## config.mk

```make
export PLATFORM = sky130hd
export DESIGN_NAME = i2c_reg_loader
export DESIGN_NICKNAME = d
export VERILOG_FILES = /design/src/rtl/i2c_reg_loader_pkg.sv /design/src/rtl/i2c_reg_loader_tick.sv /design/src/rtl/i2c_reg_loader.sv
export SDC_FILE = /design/constraint.sdc
export NUM_CORES = 1
export LEC_CHECK = 0
export BUFFER_PORTS_ARGS = -buffer_cell sky130_fd_sc_hd__buf_2
export CAP_MARGIN = 20
export CORE_MARGIN = 2
export CORE_UTILIZATION = 45
export CTS_BUF_LIST = sky130_fd_sc_hd__clkbuf_4 sky130_fd_sc_hd__clkbuf_8 sky130_fd_sc_hd__clkbuf_16
export CTS_CLUSTER_SIZE = 12
export DETAILED_ROUTE_END_ITERATION = 7
export GPL_TIMING_DRIVEN = 0
export PLACE_DENSITY = 0.64
export RECOVER_POWER = 25
export SLEW_MARGIN = 20
export SYNTH_ARGS = -nofsm -noshare
export SYNTH_HDL_FRONTEND = slang
export SYNTH_SLANG_ARGS = --single-unit
```

## constraint.sdc

```tcl
create_clock -name clk -period 3.17 [get_ports clk]
set_input_delay 0.1585 -clock clk [delete_from_list [all_inputs] [get_ports clk]]
set_output_delay 0.1585 -clock clk [all_outputs]
set_load 0.02 [all_outputs]
```

## src/rtl/i2c_reg_loader_pkg.sv

```systemverilog
// Shared types and constants for the I2C register loader.
package i2c_reg_loader_pkg;

   // Controller states; each byte state covers 8 data bits plus the ACK bit.
   typedef enum logic [2:0] {
      ST_IDLE  = 3'd0,
      ST_START = 3'd1,
      ST_ADDR  = 3'd2,
      ST_HI    = 3'd3,
      ST_LO    = 3'd4,
      ST_STOP  = 3'd5
   } state_t;

   // Quarter phases of one SCL bit period.
   typedef enum logic [1:0] {
      PH_Q0 = 2'd0,
      PH_Q1 = 2'd1,
      PH_Q2 = 2'd2,
      PH_Q3 = 2'd3
   } phase_t;

   // Bits per word on the wire: three bytes of 8 data bits + ACK each.
   localparam int I2C_WORD_BITS = 27;
   // Bit index (within a byte state) of the slave ACK bit.
   localparam int I2C_ACK_BIT   = 8;

endpackage

```

## src/rtl/i2c_reg_loader_tick.sv

```systemverilog
// Quarter-period strobe generator: one-cycle tick every CLK_DIV enabled,
// unfrozen clocks. Counter is held at zero while disabled.
module i2c_tick_gen #(
   parameter int CLK_DIV = 125
) (
   input  logic clk,
   input  logic rst,
   input  logic en_i,
   input  logic freeze_i,
   output logic tick_o
);

   localparam int            CW   = $clog2(CLK_DIV);
   localparam logic [CW-1:0] LAST = CW'(CLK_DIV - 1);

   logic [CW-1:0] cnt_q, cnt_d;

   // Next count and tick: clear when idle, hold when frozen, wrap on tick.
   always_comb begin
      cnt_d  = cnt_q;
      tick_o = 1'b0;
      if (!en_i) begin
         cnt_d = '0;
      end else if (!freeze_i) begin
         if (cnt_q == LAST) begin
            cnt_d  = '0;
            tick_o = 1'b1;
         end else begin
            cnt_d = cnt_q + 1'b1;
         end
      end
   end

   // Divider counter register.
   always_ff @(posedge clk or negedge rst) begin
      if (!rst) cnt_q <= '0;
      else      cnt_q <= cnt_d;
   end

endmodule

```

## src/rtl/i2c_reg_loader.sv

```systemverilog
// Write-only I2C master that loads NUM_WORDS 16-bit register words from an
// external table into a codec after start. Open-drain outputs (oe=1 pulls
// low), SCL stretch honoured in every phase where SCL is released, each ACK
// checked, NACKed words retried up to MAX_RETRY times.
module i2c_reg_loader
   import i2c_reg_loader_pkg::*;
#(
   parameter int         CLK_DIV   = 125,
   parameter int         NUM_WORDS = 11,
   parameter logic [6:0] DEV_ADDR  = 7'h1A,
   parameter int         MAX_RETRY = 3,
   parameter int         AW        = 4
) (
   input  logic          clk,
   input  logic          rst,
   input  logic          start,
   output logic          busy,
   output logic          done,
   output logic          error,
   output logic [AW-1:0] rom_addr,
   input  logic [15:0]   rom_data,
   output logic          scl_oe,
   input  logic          scl_i,
   output logic          sda_oe,
   input  logic          sda_i,
   output logic [2:0]    state_dbg
);

   localparam int            RW        = (MAX_RETRY < 1) ? 1 : $clog2(MAX_RETRY + 1);
   localparam logic [RW-1:0] RETRY_MAX = RW'(MAX_RETRY);
   localparam logic [AW-1:0] LAST_ADDR = AW'(NUM_WORDS - 1);
   localparam logic [3:0]    ACK_BIT   = 4'(I2C_ACK_BIT);

   state_t        state_q, state_d;
   phase_t        phase_q, phase_d;
   logic [3:0]    bit_q, bit_d;
   logic [7:0]    shreg_q, shreg_d;
   logic [15:0]   word_q, word_d;
   logic [RW-1:0] retry_q, retry_d;
   logic [AW-1:0] addr_q, addr_d;
   logic          nack_q, nack_d;
   logic          last_q, last_d;
   logic          done_q, done_d;
   logic          error_q, error_d;
   logic          tick;
   logic          freeze;

   assign busy      = (state_q != ST_IDLE);
   assign done      = done_q;
   assign error     = error_q;
   assign rom_addr  = addr_q;
   assign state_dbg = state_q;

   // Divider pauses whenever we have released SCL but the pin is still low.
   assign freeze = busy && !scl_oe && !scl_i;

   i2c_tick_gen #(.CLK_DIV(CLK_DIV)) u_tick (
      .clk      (clk),
      .rst      (rst),
      .en_i     (busy),
      .freeze_i (freeze),
      .tick_o   (tick)
   );

   // Pin drive decoded from state and quarter phase.
   always_comb begin
      scl_oe = 1'b0;
      sda_oe = 1'b0;
      case (state_q)
         ST_START: begin
            sda_oe = (phase_q == PH_Q2) || (phase_q == PH_Q3);
            scl_oe = (phase_q == PH_Q3);
         end
         ST_ADDR, ST_HI, ST_LO: begin
            scl_oe = (phase_q == PH_Q0) || (phase_q == PH_Q1);
            sda_oe = (bit_q != ACK_BIT) && !shreg_q[7];
         end
         ST_STOP: begin
            scl_oe = (phase_q == PH_Q0);
            sda_oe = (phase_q == PH_Q0) || (phase_q == PH_Q1);
         end
         default: ;
      endcase
   end

   // Sequencer: start acceptance, bit/byte stepping, ACK handling, retries.
   always_comb begin
      state_d = state_q;
      phase_d = phase_q;
      bit_d   = bit_q;
      shreg_d = shreg_q;
      word_d  = word_q;
      retry_d = retry_q;
      addr_d  = addr_q;
      nack_d  = nack_q;
      last_d  = last_q;
      done_d  = done_q;
      error_d = error_q;
      if (state_q == ST_IDLE) begin
         if (start) begin
            state_d = ST_START;
            phase_d = PH_Q0;
            done_d  = 1'b0;
            error_d = 1'b0;
            addr_d  = '0;
            retry_d = '0;
            nack_d  = 1'b0;
            last_d  = 1'b0;
         end
      end else if (tick) begin
         phase_d = phase_t'(phase_q + 2'd1);
         if (phase_q == PH_Q3) begin
            case (state_q)
               ST_START: begin
                  state_d = ST_ADDR;
                  bit_d   = '0;
                  shreg_d = {DEV_ADDR, 1'b0};
                  word_d  = rom_data;
                  nack_d  = 1'b0;
               end
               ST_ADDR, ST_HI, ST_LO: begin
                  if (bit_q != ACK_BIT) begin
                     bit_d   = bit_q + 4'd1;
                     shreg_d = {shreg_q[6:0], 1'b0};
                  end else begin
                     bit_d = '0;
                     if (sda_i) begin
                        state_d = ST_STOP;
                        nack_d  = 1'b1;
                     end else if (state_q == ST_ADDR) begin
                        state_d = ST_HI;
                        shreg_d = word_q[15:8];
                     end else if (state_q == ST_HI) begin
                        state_d = ST_LO;
                        shreg_d = word_q[7:0];
                     end else begin
                        // Word complete: advance (or wrap) the table index.
                        state_d = ST_STOP;
                        retry_d = '0;
                        if (addr_q == LAST_ADDR) begin
                           addr_d = '0;
                           last_d = 1'b1;
                        end else begin
                           addr_d = addr_q + 1'b1;
                        end
                     end
                  end
               end
               ST_STOP: begin
                  if (nack_q) begin
                     if (retry_q == RETRY_MAX) begin
                        state_d = ST_IDLE;
                        error_d = 1'b1;
                     end else begin
                        retry_d = retry_q + 1'b1;
                        state_d = ST_START;
                     end
                  end else if (last_q) begin
                     state_d = ST_IDLE;
                     done_d  = 1'b1;
                  end else begin
                     state_d = ST_START;
                  end
               end
               default: ;
            endcase
         end
      end
   end

   // State registers; reset releases the bus immediately.
   always_ff @(posedge clk or negedge rst) begin
      if (!rst) begin
         state_q <= ST_IDLE;
         phase_q <= PH_Q0;
         bit_q   <= '0;
         shreg_q <= '0;
         word_q  <= '0;
         retry_q <= '0;
         addr_q  <= '0;
         nack_q  <= 1'b0;
         last_q  <= 1'b0;
         done_q  <= 1'b0;
         error_q <= 1'b0;
      end else begin
         state_q <= state_d;
         phase_q <= phase_d;
         bit_q   <= bit_d;
         shreg_q <= shreg_d;
         word_q  <= word_d;
         retry_q <= retry_d;
         addr_q  <= addr_d;
         nack_q  <= nack_d;
         last_q  <= last_d;
         done_q  <= done_d;
         error_q <= error_d;
      end
   end

endmodule

```

* Word level (Yosys, flattened, before mapping)
Cells that the tools add are included.
** Word-level totals
- Bits in registers :: 50
- Latch bits :: 0
- Bits in writable memories :: 0
- Memory bits (read-only) :: 0
- Bits of input ports :: 21
- Output and inout port bits :: 12
- Word-level logic and storage cells :: 159
- Memories :: 0
** Operators by class
- $add $sub $neg :: 5
- Multiply operators :: 0
- Divide/modulo/power cells :: 0
- Order comparisons :: 0
- Eq/ne operators :: 28
- Shifts and indexed selects :: 0
- Muxes and demuxes :: 78
- Bitwise operators :: 1
- Reduce and logical (&&, ||, !) cells :: 35
** Operator list (number)
- $mux 4 :: 11
- $mux 1 :: 33
- $mux 8 :: 4
- $mux 2 :: 12
- $mux 3 :: 8
- $ne 3x3->1 const B :: 8
- $reduce_and 6->1 :: 4
- $mux 7 :: 3
- $reduce_bool 2->1 :: 9
- $pmux 8 s2 :: 1
- $reduce_and 10->1 :: 1
- $pmux 3 s3 :: 1
- $reduce_and 9->1 :: 1
- $reduce_bool 3->1 :: 3
- $add 4x1->4 const B :: 2
- $ne 2x2->1 const B :: 4
- $ne 4x4->1 const B :: 2
- $pmux 4 s2 :: 1
- $reduce_and 4->1 :: 2
- $reduce_and 8->1 :: 1
- $add 7x1->7 const B :: 1
- $eq 7x7->1 const B :: 1
- $eq 2x2->1 const B :: 3
- $eq 3x2->1 const B :: 2
- other kinds (19) :: 29

* Logic depth before layout (Yosys ltp)
- Depth after elaboration :: 10
- Mapped depth :: 10
- Mapped depth without buffers :: 8

* Cells and area by module
A second synthesis with hierarchy kept.
** Second synthesis, totals
- Cell total of the unflattened synthesis :: 268
- Area total of the unflattened synthesis :: 2821.5 um2
** By module, submodules not included
- i2c_reg_loader :: times used 1, cells an instance 222, area an instance 2396.0 um2
- i2c_tick_gen :: times used 1, cells an instance 46, area an instance 425.4 um2

* Worst setup path after synthesis
Ideal clock, no wire load.
- Kind :: reg-to-reg
- Start :: register phase_q[0]
- End :: register word_q[10]
- Library setup time :: 125 ps
- Data arrival time :: 2099 ps
- Data required time :: 3045 ps
- Path slack :: 946 ps
- Stages on the path, launching flop included :: 11
- Period minus slack after synthesis :: 2224 ps
- Path through :: dfrtp_1 -> inv_1 -> ha_1 -> or2_2 -> a32oi_2 -> nand3b_4 -> nand3_2 -> or3_1 -> buf_2 -> buf_6 -> mux2_4
** Between the ends
- Word-level cells in the longest chain between the ends :: 9
** Ends and longest elaborated chain
- start, declared :: RTL line i2c_reg_loader.sv:35 : phase_t phase_q, phase_d;
- start signal, assigned :: RTL line i2c_reg_loader.sv:187 : phase_q <= phase_d;
- $eq 2x1->1 / $logic_not 2->1 (equally long branches) :: RTL line i2c_reg_loader.sv:75, i2c_reg_loader.sv:79
- $logic_or 1x1->1 :: RTL line i2c_reg_loader.sv:75 : scl_oe = (phase_q == PH_Q0) || (phase_q == PH_Q1);
- $pmux 1 s3 :: RTL line i2c_reg_loader.sv:69 : case (state_q)
- $logic_not 1->1 :: RTL line i2c_reg_loader.sv:55 : assign freeze = busy && !scl_oe && !scl_i;
- $logic_and 1x1->1 (2 in series) :: RTL line i2c_reg_loader.sv:55
- $mux 1 :: RTL line i2c_reg_loader_tick.sv:24 : end else if (!freeze_i) begin
- $mux 1 :: RTL line i2c_reg_loader_tick.sv:22 : if (!en_i) begin
- $reduce_and 4->1 (no line) (*)
- end signal, assigned :: RTL line i2c_reg_loader.sv:190 : word_q <= word_d;
- end, declared :: RTL line i2c_reg_loader.sv:38 : logic [15:0] word_q, word_d;
Mark *: on every way between the ends. The rest lies on a longest branch, timed or not.
A chain may end at the register's enable or synchronous reset.

* Worst setup path after layout
- Start :: register phase_q[0]
- End :: register word_q[7]
The elaborated chain is that of the path after synthesis.

==> metrics.txt <==
status complete, no violations; pin count of the biggest net entering global routing 51; # IOs 33; Commonest cells post-synth 50 x dfrtp_1, 22 x nor2_1, 18 x a21oi_1, 18 x inv_1, 18 x nand2_1; fmax around 400 MHz; clock root cell clkbuf_8; global route overflow 0; share of cells above drive strength 1 0.230; Crit. End Element flip-flop; Die Y 82.4 um; critical-path maximum fanout 10; Max Cap Viol 0; Via density 5.59; crit share post-route 0.781; crit-path cells inv_1 > ha_1 > or2_2 > a32oi_2 > nand3b_4 > nand3_2 > or3_1 > buf_2 > buf_6 > mux2_4; drt wl/cell 14.9 um; # DRC 0; Clk pin slew, worst setup/hold paths 0.09 ns; Vias 2,195; Multi-input gate area 1380 sq um; Largest delay share family, worst path simple AND/OR/NAND/NOR gates; DRT Pass-1 Iters 4; Power Density 440 nW/um^2; CP max stage delay about 0.41 ns; total detailed-routing wirelength around 6000 um; top-area cell type share of the netlist area 0.452; total negative slack 0 ns; routability cong. 0.866; Num CTS Buffers 5; Clock Skews about 0.012 ns; Startpoint Class flip-flop; first-pass GRT wire length 9720 um; worst vdd ir about 0.28 mV; P&R area growth vs syn 13.5%; R2R setup slack 0.70 ns; Core ar. 5920 sq um; register area 1250 sq um; Synth async-reset ratio 1.00; die width 82.4 um; synth unique cells 42; number of filler cells placed in the layout roughly 570; count leader, synth dfrtp_1; synthesized net count 309; vias in the first global route 2,136; CP Buf/Inv Count 3; Port Buffers 32; Finished Layout Cells just under 400; crit path DAT 2.66 ns; post-route ant nets 0; Final #Nets 349; ranking of synthesized cells by area dfrtp_1 45%, mux2_4 5.4%, ha_1 5.0%; CTS tree built; synth warn 0; die area 6800 sq um; DRT iter0 DRCs approximately 130; register area share after synthesis 0.452; min Tclk post-route 2.47 ns; Initial Utilization 0.468; clk buf depth 2; Worst-Skew Late Latency 0.31 ns; dpl hpwl roughly 4100 um; Slew headroom 0.161; Worst Hold Class in2reg; clk sink count 50; Lkg Pwr approximately 1.5 nW; initial antenna violation count 0; RSZ-0062 raised after global routing no; Synth Flop Type dfrtp_1; # diodes 0; Hold Slack 0.0742 ns; Critical Path RT about 3.4 ns; critical path class reg2reg; synthesized area 2770 sq um; row count 28; Finished Core Util 0.531; cell accounting for the most synthesized area dfrtp_1; max-slew violations 0; # setup viols final 0; endpoints failing hold 0; Slowest-stage cell, CP dfrtp_1; Tightest Pin Transition 1.26 ns; Tot GR Track Use 0.187; Seq cells post-synth 50; Post-Syn Instances approximately 280; syn avg cell area 10.0 sq um; cell count after placement 384; CTS HTree Levels 2; Post-synth EDFFs 0; CTS resizes 0
## where the power goes
part           internal (mW)  total [mW]  switching, mW
Combinational         0.0906       0.189         0.0984
Clock                  0.233       0.447          0.214
Sequential             0.684       0.746         0.0624
## final timing paths
path | depth (start not counted) | startpoint | end
setup / recovery | 10 | phase_q[0] | word_q[7]
hold / removal | 2 | rom_data[12] | word_q[12]
setup reg to reg | 10 | phase_q[0] | word_q[7]
hold reg to reg | 2 | shreg_q[3] | shreg_q[3]
max in group asynchronous | 2 | rst | state_dbg[2]
min in group asynchronous | 2 | rst | rom_addr[2]
## final cells by class
cell class	instances	share of cell area
multi-input cells	195	0.440
flip-flops and latches	50	0.398
repair buffers	33	0.0542
well taps	75	0.0299
clock buffers	5	0.0219
plain buffers	14	0.0215
inverters	18	0.0215
clock inverters	3	0.0127
## logic make-up after synthesis
group | after synthesis | share of synthesized area
AOI/OAI and AO/OA | 76 | 0.183
adders and majority gates | 11 | 0.0497
buffers and inverters | 32 | 0.0488
DFF | 50 | 0.452
muxes | 26 | 0.116
and+or+nand+nor | 82 | 0.151
## layer usage
| layer | global-route usage | vias up | routed length [um] |
|---|---|---|---|
| met5 | 0 | - | 0 |
| met4 | 0.0717 | 0 | 87 |
| met3 | 0.0293 | 7 | 242 |
| met2 | 0.331 | 49 | 2840 |
| met1 | 0.227 | 1063 | 2690 |
| li1 | - | 1076 | - |
## cells in the final DEF, fill, tap and decap left out, types with 6 or more instances in the layout
cell type / count
dfrtp_1: 50
buf_2: 37
nor2_1: 22
inv_1: 18
nand2_1: 18
a21oi_1: 18
o21ai_0: 17
ha_1: 11
nand3_1: 10
mux2_4: 10
mux2_2: 8
mux2i_1: 8
clkbuf_1: 7
o31ai_1: 7
a31oi_1: 6
## through the flow
step / area (sq um) / power (mW) / setup WS (ns)
after global placement: 3020 / 0.939 / 0.695
final: 3140 / 1.38 / 0.695
after floorplan: 2770 / 0.880 / 0.946
after CTS: 3140 / 1.40 / 0.679
after global routing: 3140 / 1.46 / 0.551
after detailed placement: 3030 / 0.948 / 0.701
## worst register-to-register path: cells and delay by family (launching register included)
kind / cells / cell delay, ns
AND/OR/NAND/NOR: 4 / 0.68
buffers and inverters: 3 / 0.51
flip-flops: 1 / 0.41
multiplexers: 1 / 0.32
AO/OA/AOI/OAI: 1 / 0.25
adder cells (fa/ha/maj): 1 / 0.21
## sequential cells by signal, indices dropped and copies added, names as in the netlist
| register | count |
|---|---|
| word_q | 16 |
| shreg_q | 8 |
| u_tick.cnt_q | 7 |
| bit_q | 4 |
| rom_addr | 4 |
| state_dbg | 3 |
| phase_q | 2 |
| retry_q | 2 |
| done | 1 |
| error | 1 |
| last_q | 1 |
| nack_q | 1 |
## timing repair
| item | CTS | global route |
|---|---|---|
| hold buffers | 1 | 0 |
| buffers inserted | 0 | 0 |
| endpoints found under the hold margin | 50 | 0 |
Note: power is estimated with default switching activity, not from simulation.
